<file path="config.mk">
export PLATFORM = sky130hd
export DESIGN_NAME = rs485_resp_scheduler
export DESIGN_NICKNAME = d
export VERILOG_FILES = /design/src/rtl/rs485_pkg.sv /design/src/rtl/rs485_rr_arbiter.sv /design/src/rtl/rs485_resp_scheduler.sv
export SDC_FILE = /design/constraint.sdc
export NUM_CORES = 1
export LEC_CHECK = 0
export CAP_MARGIN = 10
export CORE_ASPECT_RATIO = 2
export CORE_UTILIZATION = 44
export CTS_CLUSTER_SIZE = 24
export DETAILED_ROUTE_END_ITERATION = 7
export HOLD_SLACK_MARGIN = 0.05
export PLACE_DENSITY = 0.75
export REMOVE_ABC_BUFFERS = 1
export SYNTH_ARGS = -nofsm -noshare
export SYNTH_HDL_FRONTEND = slang
export SYNTH_SLANG_ARGS = --single-unit
</file>
<file path="constraint.sdc">
create_clock -name clk -period 5.8 [get_ports clk]
set_input_delay 1.45 -clock clk [delete_from_list [all_inputs] [get_ports clk]]
set_output_delay 1.45 -clock clk [all_outputs]
set_load 0.01 [all_outputs]
</file>
<file path="src/rtl/rs485_pkg.sv">
// -----------------------------------------------------------------------------
// rs485_pkg
// Shared definitions for the RS485 slave-side blocks: response-scheduler state
// encoding, default data word, and the on-line frame layout used by the
// frame transmitter and the address-sequence detector.
// No ports (package).
// -----------------------------------------------------------------------------
package rs485_pkg;

  // Response word width and the word sent when nothing is pending.
  localparam int                     RESP_DATA_W     = 16;
  localparam logic [RESP_DATA_W-1:0] RESP_EMPTY_WORD = 16'hFFFF;

  // Scheduler states, plain constants so legacy tools can consume them.
  typedef logic [2:0] state_t;
  localparam state_t ST_IDLE  = 3'd0;
  localparam state_t ST_ARB   = 3'd1;
  localparam state_t ST_PRE   = 3'd2;
  localparam state_t ST_START = 3'd3;
  localparam state_t ST_WAIT  = 3'd4;
  localparam state_t ST_POST  = 3'd5;

  // Frame layout on the wire: start, 8 data bits LSB first, address mark, stop.
  // The address mark (9th bit) is 1 for address bytes, 0 for data bytes.
  localparam logic FRAME_START_BIT   = 1'b0;
  localparam logic FRAME_STOP_BIT    = 1'b1;
  localparam int   FRAME_DATA_BITS   = 8;
  localparam logic FRAME_ADDR_MARK   = 1'b1;
  localparam logic FRAME_DATA_MARK   = 1'b0;
  localparam int   FRAME_TOTAL_BITS  = 1 + FRAME_DATA_BITS + 1 + 1;

  // Round-robin successor with wrap, valid for any n (not only powers of 2).
  function automatic int rr_next(input int idx, input int n);
    return (idx >= n - 1) ? 0 : idx + 1;
  endfunction

endpackage

</file>
<file path="src/rtl/rs485_rr_arbiter.sv">
// -----------------------------------------------------------------------------
// rs485_rr_arbiter
// Combinational round-robin pick: searches req_i starting at ptr_i, wrapping
// modulo N_REQ, and reports the first set requester.
// Ports:
//   req_i        [N_REQ]  requesters with a pending word
//   ptr_i        [IDX_W]  index with highest priority this round
//   winner_o     [N_REQ]  one-hot winner (all zero when nothing pending)
//   idx_o        [IDX_W]  winner index (0 when nothing pending)
//   any_valid_o  1        at least one requester was set
// -----------------------------------------------------------------------------
module rs485_rr_arbiter #(
  parameter int N_REQ = 4,
  parameter int IDX_W = $clog2(N_REQ)
) (
  input  logic [N_REQ-1:0] req_i,
  input  logic [IDX_W-1:0] ptr_i,
  output logic [N_REQ-1:0] winner_o,
  output logic [IDX_W-1:0] idx_o,
  output logic             any_valid_o
);

  logic [IDX_W-1:0] cand;

  // NOTE: every output and temporary gets a default at the top of the
  // always_comb so no path leaves a value unassigned (which would infer a latch).
  always_comb begin
    winner_o    = '0;
    idx_o       = '0;
    any_valid_o = 1'b0;
    cand        = '0;
    for (int k = 0; k < N_REQ; k++) begin
      cand = IDX_W'((int'(ptr_i) + k) % N_REQ);
      if (!any_valid_o && req_i[cand]) begin
        any_valid_o     = 1'b1;
        idx_o           = cand;
        winner_o[cand]  = 1'b1;
      end
    end
  end

endmodule

</file>
<file path="src/rtl/rs485_resp_scheduler.sv">
// -----------------------------------------------------------------------------
// rs485_resp_scheduler
// Slave-side response scheduler. On a poll it picks one pending telemetry
// requester round-robin, latches its word, drives the frame transmitter through
// a start/done handshake and owns the RS485 driver enable, including pre- and
// post-transmission guard time. All outputs are registered.
// Ports:
//   clk           in   system clock (rising edge)
//   reset         in   synchronous active-high reset
//   addr_match    in   poll pulse from the sequence detector
//   req           in   [N_REQ] per-requester "word pending"
//   req_data      in   [N_REQ*DATA_W] packed words, requester i at [i*DATA_W +: DATA_W]
//   grant         out  [N_REQ] one-hot pulse: word i latched
//   tx_start      out  start pulse to the frame transmitter
//   tx_word       out  [DATA_W] word to transmit, stable until the next poll
//   tx_done       in   transmitter finished the last stop bit
//   de            out  RS485 driver enable
//   resp_done     out  pulse: response finished and de released
//   timeout_err   out  pulse: tx_done never came, response aborted
//   poll_overrun  out  pulse: poll arrived while busy (ignored)
// -----------------------------------------------------------------------------
module rs485_resp_scheduler
  import rs485_pkg::*;
#(
  parameter int                N_REQ        = 4,
  parameter int                DATA_W       = RESP_DATA_W,
  parameter int                GUARD_PRE    = 2,
  parameter int                GUARD_POST   = 2,
  parameter int                DONE_TIMEOUT = 64,
  parameter logic [DATA_W-1:0] EMPTY_WORD   = RESP_EMPTY_WORD
) (
  input  logic                      clk,
  input  logic                      reset,
  input  logic                      addr_match,
  input  logic [N_REQ-1:0]          req,
  input  logic [N_REQ*DATA_W-1:0]   req_data,
  output logic [N_REQ-1:0]          grant,
  output logic                      tx_start,
  output logic [DATA_W-1:0]         tx_word,
  input  logic                      tx_done,
  output logic                      de,
  output logic                      resp_done,
  output logic                      timeout_err,
  output logic                      poll_overrun
);

  localparam int IDX_W   = $clog2(N_REQ);
  // One shared counter serves the pre guard, the done timeout and the post guard.
  localparam int CNT_MAX = (DONE_TIMEOUT > GUARD_PRE)
                           ? ((DONE_TIMEOUT > GUARD_POST) ? DONE_TIMEOUT : GUARD_POST)
                           : ((GUARD_PRE > GUARD_POST) ? GUARD_PRE : GUARD_POST);
  localparam int CNT_W   = $clog2(CNT_MAX + 2);

  state_t             state_q, state_d;
  logic [IDX_W-1:0]   ptr_q, ptr_d;
  logic [CNT_W-1:0]   cnt_q, cnt_d;
  logic [DATA_W-1:0]  tx_word_q, tx_word_d;
  logic [N_REQ-1:0]   grant_q, grant_d;
  logic               tx_start_q, tx_start_d;
  logic               de_q, de_d;
  logic               resp_done_q, resp_done_d;
  logic               timeout_q, timeout_d;
  logic               overrun_q, overrun_d;

  logic [N_REQ-1:0]   win_onehot;
  logic [IDX_W-1:0]   win_idx;
  logic               win_any;

  rs485_rr_arbiter #(
    .N_REQ (N_REQ),
    .IDX_W (IDX_W)
  ) u_arb (
    .req_i       (req),
    .ptr_i       (ptr_q),
    .winner_o    (win_onehot),
    .idx_o       (win_idx),
    .any_valid_o (win_any)
  );

  always_comb begin
    state_d     = state_q;
    ptr_d       = ptr_q;
    cnt_d       = cnt_q;
    tx_word_d   = tx_word_q;
    grant_d     = '0;
    resp_done_d = 1'b0;
    timeout_d   = 1'b0;
    // Any poll outside IDLE is dropped and flagged.
    overrun_d   = addr_match && (state_q != ST_IDLE);

    case (state_q)
      ST_IDLE: begin
        if (addr_match) state_d = ST_ARB;
      end
      ST_ARB: begin
        if (win_any) begin
          tx_word_d = req_data[int'(win_idx)*DATA_W +: DATA_W];
          grant_d   = win_onehot;
          ptr_d     = IDX_W'(rr_next(int'(win_idx), N_REQ));
        end else begin
          tx_word_d = EMPTY_WORD;
        end
        cnt_d   = '0;
        state_d = (GUARD_PRE == 0) ? ST_START : ST_PRE;
      end
      ST_PRE: begin
        if (cnt_q == CNT_W'(GUARD_PRE - 1)) state_d = ST_START;
        else                                cnt_d   = cnt_q + 1'b1;
      end
      ST_START: begin
        // Counter holds cycles elapsed since tx_start; the START cycle is the first.
        cnt_d   = CNT_W'(1);
        state_d = ST_WAIT;
      end
      ST_WAIT: begin
        // tx_done is tested first so it wins over a coincident expiry.
        if (tx_done || (cnt_q >= CNT_W'(DONE_TIMEOUT - 1))) begin
          timeout_d   = !tx_done;
          cnt_d       = '0;
          state_d     = (GUARD_POST == 0) ? ST_IDLE : ST_POST;
          resp_done_d = (GUARD_POST == 0);
        end else begin
          cnt_d = cnt_q + 1'b1;
        end
      end
      ST_POST: begin
        if (cnt_q == CNT_W'(GUARD_POST - 1)) begin
          state_d     = ST_IDLE;
          resp_done_d = 1'b1;
        end else begin
          cnt_d = cnt_q + 1'b1;
        end
      end
      default: state_d = ST_IDLE;
    endcase

    // Registered outputs decoded from the next state, so they line up with it.
    tx_start_d = (state_d == ST_START);
    de_d       = (state_d == ST_PRE) || (state_d == ST_START) ||
                 (state_d == ST_WAIT) || (state_d == ST_POST);
  end

  // NOTE: sequential state uses non-blocking assignments only, so every
  // register samples the pre-edge values and ordering inside the block is irrelevant.
  always_ff @(posedge clk) begin
    if (reset) begin
      state_q     <= ST_IDLE;
      ptr_q       <= '0;
      cnt_q       <= '0;
      tx_word_q   <= '0;
      grant_q     <= '0;
      tx_start_q  <= 1'b0;
      de_q        <= 1'b0;
      resp_done_q <= 1'b0;
      timeout_q   <= 1'b0;
      overrun_q   <= 1'b0;
    end else begin
      state_q     <= state_d;
      ptr_q       <= ptr_d;
      cnt_q       <= cnt_d;
      tx_word_q   <= tx_word_d;
      grant_q     <= grant_d;
      tx_start_q  <= tx_start_d;
      de_q        <= de_d;
      resp_done_q <= resp_done_d;
      timeout_q   <= timeout_d;
      overrun_q   <= overrun_d;
    end
  end

  assign grant        = grant_q;
  assign tx_start     = tx_start_q;
  assign tx_word      = tx_word_q;
  assign de           = de_q;
  assign resp_done    = resp_done_q;
  assign timeout_err  = timeout_q;
  assign poll_overrun = overrun_q;

endmodule

</file>
Word level (Yosys, flattened, before mapping)
Index checks and enable logic that the tools add are counted.
{"block": "totals", "reg_bits": 37, "in_bits": 72, "output_inout_bits": 25, "word_cells": 109}
{"block": "op_classes", "n_addsub": 5, "magnitude_cmp": 10, "eq_ne": 11, "shifts": 1, "n_mux": 39, "n_bitwise": 8, "n_reduce_logical": 25}
{"operator": "$shiftx 64x7->16", "count": 1}
{"operator": "$pmux 7 s4", "count": 1}
{"operator": "$pmux 3 s6", "count": 1}
{"operator": "$mux 16", "count": 1}
{"operator": "$mux 4", "count": 4}
{"operator": "$mux 7", "count": 2}
{"operator": "$mux 1", "count": 13}
{"operator": "$eq 3x2->1 const B", "count": 4}
{"operator": "$eq 3x3->1 const B", "count": 4}
{"operator": "$lt 2x3->1 const B", "count": 4}
{"operator": "$mux 3", "count": 4}
{"operator": "$or 4x4->4", "count": 3}
{"operator": "$mux 2", "count": 5}
{"operator": "$bmux 1 s2", "count": 4}
{"operator": "$demux 1 s2", "count": 4}
{"operator": "$ge 2x1->1 const B", "count": 4}
{"operator": "$logic_and 1x1->1", "count": 8}
{"operator": "$add 7x1->7 const B", "count": 1}
{"operator": "$eq 7x1->1 const B", "count": 1}
{"operator": "$ge 7x6->1 const B", "count": 1}
{"operator": "$reduce_or 3->1", "count": 2}
{"operator": "$not 1->1", "count": 5}
{"operator": "$add 2x1->2 const B", "count": 2}
{"operator": "$add 2x2->2 const B", "count": 2}
{"operator": "10 further kinds", "count": 18}

Depth between registers and ports, before layout
{"block": "logic_depth", "word_depth": 14, "depth_mapped": 12, "depth_no_buf": 8}

Cells and area by module
Synthesis repeated with hierarchy kept, for this count alone.
{"block": "unflattened", "cells_unflattened": 241, "hier_area_um2": 2327.2}
{"module": "rs485_resp_scheduler", "instances": 1, "cells_per_inst": 196, "area_per_inst_um2": 1908.1, "seq_area_each_um2": 740.7}
{"module": "rs485_rr_arbiter", "instances": 1, "cells_per_inst": 45, "area_per_inst_um2": 419.2, "seq_area_each_um2": 0.0}

Worst setup path after synthesis
No wires, ideal clock.
{"block": "synth_path", "path_kind": "input -> register", "startpoint": "input req[0]", "endpoint": "register tx_word_q[0], in the netlist tx_word[0]", "setup_time_ps": 123, "arrival_ps": 3053, "required_ps": 5677, "slack_ps": 2624, "cell_stages": 7, "path_buffers": 1, "path_cell_list": "mux4_2 nor2b_1 o21a_1 buf_2 a221o_1 o221ai_1 o21ai_1"}
{"block": "synth_via", "elab_chain_len": 14, "elab_cells_between_ends": 24, "cone_classes": "shift (1); mux (17); reduce/logical (6)"}
{"element": "start, declared", "line": "rs485_resp_scheduler.sv:35", "text": "input logic [N_REQ-1:0] req,"}
{"element": "$bmux 1 s2", "line": "rs485_rr_arbiter.sv:34", "text": "if (!any_valid_o && req_i[cand]) begin"}
{"element": "$mux 1 (implied by the code)", "line": "rs485_rr_arbiter.sv:34"}
{"element": "$mux 1", "line": "rs485_rr_arbiter.sv:34"}
{"element": "$logic_not 1->1", "line": "rs485_rr_arbiter.sv:34"}
{"element": "$logic_and 1x1->1", "line": "rs485_rr_arbiter.sv:34"}
{"element": "$mux 1", "line": "rs485_rr_arbiter.sv:34"}
{"element": "$logic_not 1->1", "line": "rs485_rr_arbiter.sv:34"}
{"element": "$logic_and 1x1->1", "line": "rs485_rr_arbiter.sv:34"}
{"element": "$mux 1", "line": "rs485_rr_arbiter.sv:34"}
{"element": "$logic_not 1->1", "line": "rs485_rr_arbiter.sv:34"}
{"element": "$logic_and 1x1->1", "line": "rs485_rr_arbiter.sv:34"}
{"element": "$mux 2", "line": "rs485_rr_arbiter.sv:34"}
{"element": "$shiftx 64x7->16", "line": "rs485_resp_scheduler.sv:97", "text": "tx_word_d = req_data[int'(win_idx)*DATA_W +: DATA_W];"}
{"element": "$mux 16 *", "line": "rs485_resp_scheduler.sv:96", "text": "if (win_any) begin"}
{"element": "end signal, assigned", "line": "rs485_resp_scheduler.sv:161", "text": "tx_word_q <= tx_word_d;"}
{"element": "end, declared", "line": "rs485_resp_scheduler.sv:57", "text": "logic [DATA_W-1:0] tx_word_q, tx_word_d;"}
Every way passes the cells marked *; elsewhere a longest branch is shown, timed or not. The select of a mux whose other input is x is not followed.
A chain may end at the register's enable or synchronous reset.

Worst setup path in the final report
{"block": "layout_path", "startpoint": "input req[0]", "endpoint": "register tx_word_q[9], in the netlist tx_word[9]"}
The elaborated chain is that of the path after synthesis.

==> impl_metrics.env <==
export IMPL_outcome="finished, final reports clean"
export IMPL_power_uw=1150
export IMPL_wire_per_inst_um=16.7
export IMPL_grt_usage=0.280
export IMPL_clock_tree_buffer_depth=2
export IMPL_final_max_slew_viol_count=0
export IMPL_worstPathCellList="clkdlybuf4s50_1 > mux4_2 > nor2b_2 > buf_4 > o21ai_1 > and2_1 > mux2i_1 > o21ai_1"
export IMPL_reg2reg_slack_ps=1900
export IMPL_ys_types=54
export IMPL_via_per_inst=5.96
export IMPL_start_util=0.453
export IMPL_dp_hpwl_mm=7.02
export IMPL_clk_pin_slew_worst_paths_ps=60
export IMPL_dp_cells=578
export IMPL_critical_path_slowest_cell="and2_1"
export IMPL_cts_made_buffers=5
export IMPL_end_kind="register"
export IMPL_first_pass_iters=5
export IMPL_cts_hold_buf=0
export IMPL_yosys_area_share_xor_xnor=0.0195
export IMPL_r2r_end="tx_word[9]"
export IMPL_antenna_found_initial=0
export IMPL_drc=0
export IMPL_ys_seq_elements=37
export IMPL_syn_to_final_growth_pct=35.1
export IMPL_seq_area_sq_um=742
export IMPL_layout_setup_ws_ps=1450
export IMPL_clk_latency_ps=290
export IMPL_drv_cap=0
export IMPL_synth_edf_count=0
export IMPL_rows=43
export IMPL_timing_final_crit_share=0.750
export IMPL_antenna_left=0
export IMPL_skew_ps=3.28
export IMPL_cts_sinks=37
export IMPL_fp_dieH_um=122
export IMPL_r2r_cells=9
export IMPL_power_leakage_uw=0.00152
export IMPL_synthFlopType="dfxtp_1"
export IMPL_endpoint="tx_word[9]"
export IMPL_setup_violations=0
export IMPL_rsz0062_at_grt="false"
export IMPL_grt_pass1_wl_mm=15.7
export IMPL_startpoint="req[0]"
export IMPL_crit_path_start_kind="input port"
export IMPL_critPathKind="input port to register"
export IMPL_vias=3495
export IMPL_syn_avg_cell_area_sq_um=7.45
export IMPL_synth_cells=422
export IMPL_pwr_density_cell_nw_per_um2=270
export IMPL_synth_top_family_by_area="compound AO/OA/AOI/OAI gates"
export IMPL_n_antenna_cell=0
export IMPL_cp_arrival_ps=4520
export IMPL_nets=574
export IMPL_worst_slew_pin_slew_ps=1140
export IMPL_cts_resized=0
export IMPL_post_cts_buffers=0
export IMPL_h_tree_depth=2
export IMPL_dpl_instance_area_sq_um=4070
export IMPL_grt_max_degree=48
export IMPL_finalInstanceArea_sq_um=4250
export IMPL_multi_input_area_sq_um=2140
export IMPL_io_pins=97
export IMPL_synth_area_sq_um=3140
export IMPL_drive_above_1_share=0.0484
export IMPL_yosys_warnings=0
export IMPL_nFillCells=616
export IMPL_period_minus_slack_ps=4350
export IMPL_setup_tns_ps=0
export IMPL_root_buffer="clkbuf_16"
export IMPL_cpPeakStageDelay_ps=920
export IMPL_layout_common_cells="clkdlybuf4s50_1 (96), nor2_1 (74), nand2_1 (39)"
export IMPL_hp_class="register to register"
export IMPL_cts_tree="yes"
export IMPL_first_global_vias=3488
export IMPL_dr_first_iter_drc_count=189
export IMPL_worst_ir_drop_vdd_mv=0.165
export IMPL_synth_compound_area_frac=0.295
export IMPL_place_ws_ps=1140
export IMPL_routed_wl_mm=9.81
export IMPL_fmax_mhz=230
export IMPL_fp_dieW_um=61.8
export IMPL_ys_seq_area_frac=0.236
export IMPL_crit_path_max_fanout=23
export IMPL_relSlewSlack=0.238
export IMPL_cp_required_ps=5970
export IMPL_fp_dieArea_sq_um=7510
export IMPL_portBuffers=96
export IMPL_final_cells=586
export IMPL_ys_async_sr_fraction=0
export IMPL_synth_mux_area_frac=0.0896
export IMPL_layout_commonest_cell="clkdlybuf4s50_1"
export IMPL_synth_simple_gate_area_frac=0.251
export IMPL_gp_congestion=0.831
export IMPL_grt_overflow_total=0
export IMPL_synth_fa_ha_area_frac=0.0279
export IMPL_finalHoldViolations=0
export IMPL_core_sq_um=6940
export IMPL_cpMostUsedCell="o21ai_1"
[worst min-delay path by stage]
| stage | from | to | slack, ps | cells past startpoint |
|---|---|---|---|---|
| 2_1_floorplan | cnt_q[6] | cnt_q[6] | 460 | 2 |
| 3_3_place_gp | cnt_q[6] | cnt_q[6] | 500 | 2 |
| 3_5_place_dp | cnt_q[6] | cnt_q[6] | 520 | 2 |
| 4_1_cts | cnt_q[6] | cnt_q[6] | 530 | 2 |
| 5_1_grt | cnt_q[6] | cnt_q[6] | 540 | 2 |
| 6_report | cnt_q[6] | cnt_q[6] | 530 | 2 |
[stage by stage]
| stage | hold WS (ps) | util |
|---|---|---|
| 6_report | 530 | 0.612 |
| 5_1_grt | 536 | 0.612 |
| 4_1_cts | 527 | 0.612 |
| 3_5_place_dp | 518 | 0.586 |
| 3_3_place_gp | 500 | 0.586 |
| 2_1_floorplan | 464 | - |
[routing by layer]
metal / part of all wire / global-route usage
met5: 0 / 0
met4: 0.041 / 0.172
met3: 0.051 / 0.0512
met2: 0.55 / 0.496
met1: 0.36 / 0.285
[power by group]
group	internal (uW)	total, uW	switching [uW]
clock	215	328	113
sequential	285	319	33.5
combinational	229	500	271
total	729	1150	418
[synthesized netlist by cell type (3+ instances only)]
cell type,instances,share of area
nor2_1,74,0.088
nand2_1,39,0.047
dfxtp_1,37,0.24
o21ai_0,27,0.043
inv_1,22,0.026
clkbuf_1,18,0.021
mux2i_1,18,0.057
o21ai_1,16,0.025
a2111o_1,15,0.054
a221o_1,15,0.048
nor4_1,15,0.030
o221ai_1,15,0.042
and2_1,9,0.018
buf_2,8,0.013
ha_1,7,0.028
a31oi_1,6,0.012
xnor2_1,6,0.017
a21oi_1,5,0.0080
a22oi_1,5,0.012
nor3_1,5,0.0080
a221oi_1,4,0.011
buf_6,4,0.014
mux4_2,4,0.029
o21a_1,4,0.0096
nand3_1,3,0.0048
nor2b_1,3,0.0060
or3_1,3,0.0060
[layout make-up]
type | instances | area share
sequential | 37 | 0.175
clock buffer | 6 | 0.0327
clock inverter | 2 | 0.00884
timing repair buffer | 99 | 0.232
tap | 90 | 0.0265
multi-input combinational | 329 | 0.505
inverter | 23 | 0.0203
[critical path, delay by kind of cell]
kind,cells,cell delay (ps)
and+or+nand+nor,2,1110
AOI/OAI and AO/OA,2,280
buffers and inverters,2,750
muxes,2,920
[sequential cells by signal, indices dropped and copies added, names as in the netlist, named ones only]
signal	cells
state_q	3
grant	4
poll_overrun	1
timeout_err	1
resp_done	1
ptr_q	1
cnt_q	7
tx_start	1
tx_word	16
de	1
[cells by family (layout without fill, tap and decap cells)]
family                   count (synthesis)  in the layout
AND/OR/NAND/NOR                        168            168
flip-flops                              37             37
AO/OA/AOI/OAI                          124            124
buffers and inverters                   56            130
XOR/XNOR                                 7              7
adder cells (fa/ha/maj)                  7              7
multiplexers                            23             23
Power figures use the tool's default switching activity.
